File: src/rtl/alu_rr_share.sv
// One RV32I-style ALU shared by NREQ requesters through a round-robin grant.
// Each result lands in a single-entry response register tagged with the requester index.
package alu_pkg;
  typedef enum logic [3:0] {
    ALU_ADD  = 4'd0,
    ALU_SUB  = 4'd1,
    ALU_SLL  = 4'd2,
    ALU_SLT  = 4'd3,
    ALU_SLTU = 4'd4,
    ALU_XOR  = 4'd5,
    ALU_SRL  = 4'd6,
    ALU_SRA  = 4'd7,
    ALU_OR   = 4'd8,
    ALU_AND  = 4'd9
  } alu_op_e;
endpackage

module alu
  import alu_pkg::*;
#(
  parameter int XLEN = 32
) (
  input  logic [XLEN-1:0] i_a,
  input  logic [XLEN-1:0] i_b,
  input  alu_op_e         i_op,
  output logic [XLEN-1:0] o_y,
  output logic            o_eq,
  output logic            o_lt,
  output logic            o_ltu
);
  localparam int SHW = $clog2(XLEN);

  logic [SHW-1:0] w_shamt;

  assign w_shamt = i_b[SHW-1:0];
  assign o_eq    = (i_a == i_b);
  assign o_lt    = ($signed(i_a) < $signed(i_b));
  assign o_ltu   = (i_a < i_b);

  // Encodings outside the defined op set yield zero.
  always_comb begin
    o_y = '0;
    case (i_op)
      ALU_ADD:  o_y = i_a + i_b;
      ALU_SUB:  o_y = i_a - i_b;
      ALU_SLL:  o_y = i_a << w_shamt;
      ALU_SLT:  o_y = {{(XLEN-1){1'b0}}, o_lt};
      ALU_SLTU: o_y = {{(XLEN-1){1'b0}}, o_ltu};
      ALU_XOR:  o_y = i_a ^ i_b;
      ALU_SRL:  o_y = i_a >> w_shamt;
      ALU_SRA:  o_y = $signed(i_a) >>> w_shamt;
      ALU_OR:   o_y = i_a | i_b;
      ALU_AND:  o_y = i_a & i_b;
      default:  o_y = '0;
    endcase
  end
endmodule

module alu_rr_share
  import alu_pkg::*;
#(
  parameter int XLEN = 32,
  parameter int NREQ = 4,
  localparam int IDW = $clog2(NREQ)
) (
  input  logic            clk,
  input  logic            rst,
  input  logic [NREQ-1:0] req_valid,
  output logic [NREQ-1:0] req_ready,
  input  logic [XLEN-1:0] req_a [NREQ],
  input  logic [XLEN-1:0] req_b [NREQ],
  input  alu_op_e         req_op [NREQ],
  output logic            rsp_valid,
  input  logic            rsp_ready,
  output logic [IDW-1:0]  rsp_id,
  output logic [XLEN-1:0] rsp_y,
  output logic            rsp_eq,
  output logic            rsp_lt,
  output logic            rsp_ltu,
  output logic            busy
);
  // Handshake: a beat moves on a rising edge where valid && ready are both 1.
  // req_ready never waits on req_valid of another port beyond arbitration, and
  // a requester holding valid without ready must keep its payload stable.
  // The response slot accepts a new result whenever it is empty or draining.

  logic            r_rsp_valid;
  logic [IDW-1:0]  r_rsp_id;
  logic [XLEN-1:0] r_rsp_y;
  logic            r_rsp_eq;
  logic            r_rsp_lt;
  logic            r_rsp_ltu;
  logic [IDW-1:0]  r_last_gnt;

  logic            w_can_accept;
  logic            w_gnt_found;
  logic [IDW-1:0]  w_gnt_idx;
  logic            w_fire;
  logic [IDW-1:0]  w_sel;
  int              w_scan;
  logic [IDW-1:0]  w_scan_idx;
  logic [XLEN-1:0] w_alu_y;
  logic            w_alu_eq;
  logic            w_alu_lt;
  logic            w_alu_ltu;

  assign w_can_accept = !r_rsp_valid || rsp_ready;

  // Scan starts one past the last granted index and wraps.
  always_comb begin
    w_gnt_found = 1'b0;
    w_gnt_idx   = '0;
    w_scan      = 0;
    w_scan_idx  = '0;
    for (int k = 1; k <= NREQ; k++) begin
      w_scan     = (int'(r_last_gnt) + k) % NREQ;
      w_scan_idx = IDW'(w_scan);
      if (!w_gnt_found && req_valid[w_scan_idx]) begin
        w_gnt_found = 1'b1;
        w_gnt_idx   = w_scan_idx;
      end
    end
  end

  assign w_fire = w_can_accept && w_gnt_found && !rst;

  always_comb begin
    req_ready = '0;
    if (w_fire) req_ready[w_gnt_idx] = 1'b1;
  end

  assign w_sel = w_fire ? w_gnt_idx : '0;

  alu #(.XLEN(XLEN)) u_alu (
    .i_a   (req_a[w_sel]),
    .i_b   (req_b[w_sel]),
    .i_op  (req_op[w_sel]),
    .o_y   (w_alu_y),
    .o_eq  (w_alu_eq),
    .o_lt  (w_alu_lt),
    .o_ltu (w_alu_ltu)
  );

  always_ff @(posedge clk) begin
    if (rst) begin
      r_rsp_valid <= 1'b0;
      r_rsp_id    <= '0;
      r_rsp_y     <= '0;
      r_rsp_eq    <= 1'b0;
      r_rsp_lt    <= 1'b0;
      r_rsp_ltu   <= 1'b0;
      r_last_gnt  <= IDW'(NREQ - 1);
    end else if (w_fire) begin
      r_rsp_valid <= 1'b1;
      r_rsp_id    <= w_gnt_idx;
      r_rsp_y     <= w_alu_y;
      r_rsp_eq    <= w_alu_eq;
      r_rsp_lt    <= w_alu_lt;
      r_rsp_ltu   <= w_alu_ltu;
      r_last_gnt  <= w_gnt_idx;
    end else if (rsp_ready) begin
      r_rsp_valid <= 1'b0;
    end
  end

  assign rsp_valid = r_rsp_valid;
  assign rsp_id    = r_rsp_id;
  assign rsp_y     = r_rsp_y;
  assign rsp_eq    = r_rsp_eq;
  assign rsp_lt    = r_rsp_lt;
  assign rsp_ltu   = r_rsp_ltu;
  assign busy      = r_rsp_valid || (|req_valid);

  a_ready_onehot: assert property (@(posedge clk) $onehot0(req_ready));

  a_no_xfer_in_rst: assert property (@(posedge clk) rst |-> (req_ready == '0));

  a_rsp_hold: assert property (@(posedge clk) disable iff (rst)
    (rsp_valid && !rsp_ready) |=> (rsp_valid && $stable(rsp_id) && $stable(rsp_y)
      && $stable(rsp_eq) && $stable(rsp_lt) && $stable(rsp_ltu)));

  for (genvar gi = 0; gi < NREQ; gi++) begin : g_req_hold
    a_req_hold: assert property (@(posedge clk) disable iff (rst)
      (req_valid[gi] && !req_ready[gi]) |=> (req_valid[gi] && $stable(req_a[gi])
        && $stable(req_b[gi]) && $stable(req_op[gi])));
  end
endmodule

File: config.mk
export PLATFORM = sky130hd
export DESIGN_NAME = alu_rr_share
export DESIGN_NICKNAME = d
export VERILOG_FILES = /design/src/rtl/alu_rr_share.sv
export SDC_FILE = /design/constraint.sdc
export NUM_CORES = 1
export LEC_CHECK = 0
export CAP_MARGIN = 20
export CELL_PAD_IN_SITES_DETAIL_PLACEMENT = 1
export CELL_PAD_IN_SITES_GLOBAL_PLACEMENT = 2
export CORE_MARGIN = 2
export CORE_UTILIZATION = 28
export CTS_CLUSTER_DIAMETER = 40
export DETAILED_ROUTE_END_ITERATION = 10
export GPL_ROUTABILITY_DRIVEN = 1
export PLACE_DENSITY_LB_ADDON = 0.1
export SYNTH_ARGS = -nofsm -noshare
export SYNTH_HDL_FRONTEND = slang
export SYNTH_SLANG_ARGS = --single-unit
File: constraint.sdc
create_clock -name clk -period 9 [get_ports clk]
set_input_delay 2.7 -clock clk [delete_from_list [all_inputs] [get_ports clk]]
set_output_delay 2.7 -clock clk [all_outputs]
set_load 0.01 [all_outputs]
==> results of run 1 <==
## tightest hold or removal path, cell delays in order, from the launching register on
cell and delay (ns):
dfxtp_1 0.32, nand2_1 0.05, nand2_1 0.04
## cell type report
class / count / area [um^2] / share of cell area
clock buffers: 7 / 143 / 0.00824
inverters: 96 / 360 / 0.0208
diodes: 3 / 7.51 / 0.000434
flip-flops and latches: 40 / 801 / 0.0463
clock inverters: 1 / 7.51 / 0.000434
repair buffers: 445 / 4180 / 0.241
well taps: 600 / 751 / 0.0434
multi-input cells: 1528 / 11100 / 0.639
## cell families after synthesis
group | share of synthesized area
AO/OA/AOI/OAI | 0.332
AND/OR/NAND/NOR | 0.188
multiplexers | 0.224
buffers and inverters | 0.0784
adder cells (fa/ha/maj) | 0.0991
flip-flops | 0.0627
XOR/XNOR | 0.0165
## stage by stage
stage,cells,worst slack [ns],hold slack [ns],utilization
2_1_floorplan,1810,0.961,0.467,-
3_3_place_gp,2707,0.114,0.434,0.379
3_5_place_dp,2708,-0.0418,0.445,0.379
4_1_cts,2716,0.257,0.455,0.383
5_1_grt,2718,0.0408,0.474,0.383
6_report,2720,0.179,0.454,0.383
## final timing paths
kind | start | end | slack (ns) | cells after the start
worst min register to register | rsp_id[0] | rsp_id[0] | 0.45 | 2
worst max-delay path | req_valid[3] | rsp_y[0] | 0.18 | 21
worst max register to register | r_last_gnt[1] | rsp_y[0] | 2.79 | 20
worst min-delay path | rsp_id[0] | rsp_id[0] | 0.45 | 2
## layout by cell type, fill, tap and decap left out, drive strengths merged, types with 36 or more instances in the layout
master,netlist,routed
a211oi,42,42
a21oi,138,138
buf,66,123
clkdlybuf4s50,0,321
dfxtp,40,40
ha,98,98
inv,95,95
mux2,43,43
mux2i,234,234
nand2,164,164
nand3,36,36
nor2,159,159
nor3,47,47
o21ai,101,101
## flip-flops by register name, summed over array words and instances (netlist names)
register    flops
r_last_gnt      2
rsp_y          32
rsp_id          2
rsp_ltu         1
rsp_lt          1
rsp_valid       1
rsp_eq          1
## metal layers
layer / vias up / track usage
met3: 106 / 0.0608
met1: 8060 / 0.449
met5: - / 0
met2: 753 / 0.520
li1: 7413 / -
met4: 0 / 0.106
## where the power goes
group / internal [W] / switching, W / total [W] / leakage [nW]
clock: 0.000111 / 0.0000922 / 0.000203 / 0.0702
sequential: 0.000196 / 0.0000248 / 0.000220 / 0.326
combinational: 0.000909 / 0.00155 / 0.00246 / 6.64
==> flow_summary_export.csv, run 1 <==
group,metric,value,unit
drt,drt-wirelength-per-cell,29.4,um
outcome,run_status,"finished, final reports clean",
critical_path,critical_path.most_common_cell,"buf_4",
synthesis,ys_types,92,
placement,gp_routability_congestion,0.964,
synthesis,synthMostInstantiatedCell,"mux2i_1",
critical_path,end_kind,"flip-flop",
clock_tree,max-clock-path-buffers,2,
power_and_ir_drop,power_per_cell_area,166,nW/um^2
layout,drive_gt1_frac,0.0987,
critical_path,critPathRequiredTime,9.20,ns
grt,grt_start_max_net_pins,61,
timing,final_period_minus_worst_setup_slack,8.82,ns
grt,grt.overflow.total,0,
flow_run,cap_violations,0,
timing,max_slew.worst_pin.slew,1.06,ns
layout,layout_cell_area_excl_fill,17300,um^2
drt,vias_per_cell,6.00,
grt,grt_antenna_before_repair,3,
drt,routedLengthMet1,35.1,mm
placement,io_buffer_count,321,
floorplan,dieArea,47300,um^2
critical_path,critical_path.top_delay_family,"simple AND/OR/NAND/NOR gates",
grt,grt_pass1_vias,16702,
drt,routed_wirelength,80.0,mm
timing,skew,0.00537,ns
clock_tree,cts_root_buf,"clkbuf_16",
grt,grt_use_total,0.329,
floorplan,floorplan.io_pins,322,
clock_tree,clock_latency,0.31,ns
critical_path,critPathLaunchType,"input port",
power_and_ir_drop,vdd.ir_drop.worst,0.0000655,V
critical_path,critPathMaxFanout,18,
clock_tree,ctsHoldBuffers,0,
drt,drt-initial-drc-count,1352,
synthesis,ys_dominant_reg_cell,"dfxtp_1",
clock_tree,cts_tree,"built",
timing,final-max-slew-violation-count,0,
synthesis,yosysWarnings,0,
floorplan,core-area,45200,um^2
critical_path,critPathSlowestCell,"nor4b_1",
placement,dpl-instance-area,17100,um^2
critical_path,critical_path.max_stage_delay,0.67,ns
synthesis,postSynthCellCount,1810,
min_path,min_path_type,"reg -> reg",
timing,post-route-period-util,0.980,
synthesis,synth_edf_count,0,
synthesis,synth.yosys.seq_area_share,0.0627,
floorplan,site_rows,78,
synthesis,net_count_after_synthesis,2189,
clock_tree,cts_max_level,2,
floorplan,chipHeight,218,um
drt,vias,16332,
clock_tree,post_cts_buffers,0,
synthesis,yosys.area.top_type_share,0.183,
power_and_ir_drop,totalPowerFinal,0.00288,W
synthesis,yosysTopAreaCell,"mux2i_1",
timing,rsz_0062_raised_after_global_routing,"false",
drt,met3RoutedLength,6.83,mm
synthesis,most_common_library_cells_after_synthesis,"mux2i_1, nand2_1, nor2_1",
synthesis,synthArstFlopShare,0,
timing,totalNegativeSetupSlack,0,ns
critical_path,crit_chain,"clkdlybuf4s50_1, nor4_2, or3_2, a31oi_4, buf_4, mux2i_1, mux2i_1, ha_1, buf_4, nand3b_1, a21oi_1, o31ai_1, nor4b_1, buf_4, or3b_2, and2_1, o21ai_1, a211o_1, or4_1, o311a_1, a311oi_1",
power_and_ir_drop,power_leakage,7.04,nW
timing,setup-violations-final,0,
floorplan,initial_standard_cell_utilization_of_the_core,0.283,
clock_tree,postCtsResizedCells,0,
drt,top_signal_layer_used,"met4",
timing,fmax,113,MHz
timing,worst_case_headroom_to_the_max_slew_limit,0.283,
synthesis,synth-seq-cells,40,
layout,synthToLayoutAreaGrowth,35.5,%
drt,route.detailed.drc,0,
drt,met2WireLength,35.5,mm
critical_path,worst_ep_arrival_time,9.02,ns
placement,dpl.hpwl,64.9,mm
floorplan,floorplan.die.width,218,um
clock_tree,cts.sink_count,40,
clock_tree,cts.clk_slew.worst_paths,0.07,ns
drt,number_of_nets_with_antenna_violations_after_detailed_routing,0,
synthesis,synth.top_cells.by_area,"mux2i_1, ha_1, dfxtp_1",
grt,first_pass_grt_wire_length,116,mm
synthesis,synthesis.area,12800,um^2
layout,nFillCells,5586,
layout,finalNetCount,2495,
synthesis,synth.avg_cell_area,7.06,um^2
critical_path,worst-setup-path-type,"in -> reg",
clock_tree,cts_buffers,5,
drt,firstDrtPassIters,6,
critical_path,critical_path.n_buffers_inverters,4,
timing,hold_viol_final,0,
No activity file was read; power rests on OpenSTA's default activity.
==> inputs of run 2 (changes only) <==
--- a/config.mk
+++ b/config.mk
@@ -9,11 +9,13 @@
 export CELL_PAD_IN_SITES_DETAIL_PLACEMENT = 1
 export CELL_PAD_IN_SITES_GLOBAL_PLACEMENT = 2
 export CORE_MARGIN = 2
-export CORE_UTILIZATION = 28
+export CORE_UTILIZATION = 36
 export CTS_CLUSTER_DIAMETER = 40
 export DETAILED_ROUTE_END_ITERATION = 10
+export DONT_BUFFER_PORTS = 1
 export GPL_ROUTABILITY_DRIVEN = 1
 export PLACE_DENSITY_LB_ADDON = 0.1
 export SYNTH_ARGS = -nofsm -noshare
 export SYNTH_HDL_FRONTEND = slang
+export SYNTH_HIERARCHICAL = 1
 export SYNTH_SLANG_ARGS = --single-unit
==> run 2 against run 1 <==
First-iteration DRC count up 3.7%. Clock-buffer cell count fell by 2. Sequential cell count unchanged. Area after synthesis shrank 7.4%. Clock power increased by 4%. Cell area shrank 29%. Sequential share of layout area rose by 1.9 points. Highest routed layer is now met5.
==> flow_summary_export.csv, run 2 <==
group,metric,value,unit
outcome,run_status,"finished, final reports clean",
critical_path,critPathMaxFanout,45,
clock_tree,post_cts_buffers,0,
timing,final_period_minus_worst_setup_slack,8.01,ns
power_and_ir_drop,power_leakage,4.83,nW
timing,setup-violations-final,0,
floorplan,site_rows,66,
synthesis,postSynthCellCount,1697,
clock_tree,cts.clk_slew.worst_paths,0.07,ns
layout,finalNetCount,1982,
placement,dpl.hpwl,49.7,mm
critical_path,critPathRequiredTime,9.23,ns
timing,hold_viol_final,0,
timing,post-route-period-util,0.890,
drt,drt-initial-drc-count,1402,
power_and_ir_drop,switching_part_of_the_total,0.577,
floorplan,chipHeight,185,um
power_and_ir_drop,clockPowerShare,0.090,
synthesis,yosysWarnings,6,
floorplan,floorplan.die.width,185,um
grt,grt.overflow.total,0,
clock_tree,cts_tree,"built",
critical_path,crit_chain,"or2_1, a311o_2, a21oi_4, buf_12, o221a_2, nor3b_1, and2_1, nand2_1, o22a_1, a21oi_1, a2111oi_0, and4_1, a31oi_1, nand2_1, a21oi_1",
clock_tree,cts_buffers,5,
drt,firstDrtPassIters,6,
layout,post_layout_nonfiller_instances,2046,
synthesis,synthMostInstantiatedCell,"nand2_1",
drt,number_of_nets_with_antenna_violations_after_detailed_routing,0,
synthesis,synth_edf_count,0,
power_and_ir_drop,power_per_cell_area,191,nW/um^2
clock_tree,max-clock-path-buffers,2,
critical_path,worst_ep_arrival_time,8.23,ns
drt,routed_wirelength,61.7,mm
synthesis,ys_types,95,
timing,fmax,125,MHz
placement,place.detailed.instances,2037,
layout,layout_common_cells,"nand2_1, nor2_1, a21oi_1",
grt,grt_start_max_net_pins,73,
placement,io_buffer_count,0,
timing,totalNegativeSetupSlack,0,ns
clock_tree,ctsHoldBuffers,0,
drt,drt-wirelength-per-cell,30.2,um
grt,grt_use_total,0.355,
floorplan,core-area,32500,um^2
floorplan,floorplan.io_pins,322,
grt,grt_pass1_vias,13634,
placement,gp_routability_congestion,0.984,
critical_path,critical_path.max_stage_delay,0.88,ns
flow_run,cap_violations,0,
clock_tree,postCtsResizedCells,0,
power_and_ir_drop,vdd.ir_drop.worst,0.0000781,V
clock_tree,cts_root_buf,"clkbuf_16",
drt,vias_per_cell,6.70,
grt,first_pass_grt_wire_length,90.9,mm
critical_path,end_kind,"flip-flop",
layout,synthToLayoutAreaGrowth,3.89,%
timing,skew,0.00839,ns
grt,grt_antenna_before_repair,2,
floorplan,dieArea,34300,um^2
min_path,min_path_type,"reg -> reg",
drt,vias,13700,
clock_tree,cts_max_level,2,
timing,fin_worst_hold_slack,0.493,ns
layout,drive_gt1_frac,0.117,
synthesis,yosys.area.top_type_share,0.105,
power_and_ir_drop,totalPowerFinal,0.00235,W
critical_path,critPathLaunchType,"input port",
floorplan,initial_standard_cell_utilization_of_the_core,0.365,
drt,route.detailed.drc,0,
synthesis,net_count_after_synthesis,2077,
critical_path,critPathSlowestCell,"and2_1",
synthesis,synthesis.area,11800,um^2
clock_tree,clock_latency,0.29,ns
timing,worst_case_headroom_to_the_max_slew_limit,0.311,
power_and_ir_drop,internal_power,0.000995,W
power_and_ir_drop,power_switching,0.00136,W
layout,layout.cells.most_common,"nand2_1",
critical_path,worst-setup-path-type,"in -> reg",
timing,rsz_0062_raised_after_global_routing,"false",
synthesis,yosysTopAreaCell,"ha_1",
synthesis,synth-seq-cells,40,
power_and_ir_drop,share_seq_of_total_power,0.102,
synthesis,synth.yosys.seq_area_share,0.0677,
synthesis,synth.avg_cell_area,6.97,um^2
synthesis,most_common_library_cells_after_synthesis,"nand2_1, nor2_1, a21oi_1",
timing,final-max-slew-violation-count,0,
synthesis,ys_dominant_reg_cell,"dfxtp_1",
synthesis,synth.top_cells.by_area,"ha_1, mux4_2, nand2_1",
power_and_ir_drop,power.share.combinational,0.808,
layout,largest_reg_flops,32,
synthesis,synthArstFlopShare,0,
timing,max_slew.worst_pin.slew,1.01,ns
clock_tree,cts.sink_count,40,
run 2: cell type report:
type	instances	area, um^2
sequential	40	801
tap	442	553
multi-input combinational	1417	10000
timing repair buffer	42	378
antenna	1	2.50
fill	4102	20200
inverter	96	360
clock inverter	3	46.3
clock buffer	5	125
run 2: per-stage QoR:
stage / setup WS [ns] / util / instance area, um^2
2_1_floorplan: 1.39 / - / 11800
3_3_place_gp: 0.783 / 0.373 / 12100
3_5_place_dp: 0.787 / 0.373 / 12100
4_1_cts: 1.09 / 0.379 / 12300
5_1_grt: 0.855 / 0.379 / 12300
6_report: 0.993 / 0.379 / 12300
run 2: layer usage:
| metal | track usage | up-vias | routed length (um) |
|---|---|---|---|
| li1 | - | 6048 | - |
| met1 | 0.477 | 6835 | 26100 |
| met2 | 0.572 | 707 | 28000 |
| met3 | 0.0629 | 106 | 5430 |
| met4 | 0.115 | 4 | 2130 |
| met5 | 0 | - | 31 |
run 2: path summary, 6_finish.rpt:
| kind | startpoint | to | slack [ns] | cells after the start |
|---|---|---|---|---|
| setup reg to reg | r_last_gnt[0] | rsp_y[31] | 2.99 | 16 |
| hold reg to reg | rsp_y[1] | rsp_y[1] | 0.49 | 2 |
| hold / removal | rsp_y[1] | rsp_y[1] | 0.49 | 2 |
| setup / recovery | req_valid[0] | rsp_y[31] | 0.99 | 15 |
run 2: worst max-delay path: cells and delay by family:
kind,cells,cell delay (ns)
buffers and inverters,1,0.29
AOI/OAI and AO/OA,8,2.44
and+or+nand+nor,6,2.74
run 2: power by group through the flow:
stage	clock, W	sequential (W)	combinational (W)
after global routing	0.000224	0.000245	0.00203
after global placement	0	0.000244	0.00183
after floorplan	0	0.000237	0.00129
final	0.000211	0.000240	0.00190
after CTS	0.000219	0.000241	0.00185
after detailed placement	0	0.000245	0.00184
run 2: logic make-up (layout without fill, tap and decap cells):
group | count (synthesis) | count (layout) | synth area share
flip-flops | 40 | 40 | 0.0677
XOR/XNOR | 24 | 24 | 0.0178
AND/OR/NAND/NOR | 653 | 653 | 0.243
multiplexers | 108 | 108 | 0.151
buffers and inverters | 240 | 146 | 0.0877
AO/OA/AOI/OAI | 531 | 531 | 0.325
adder cells (fa/ha/maj) | 101 | 101 | 0.108
other | 0 | 1 | 0
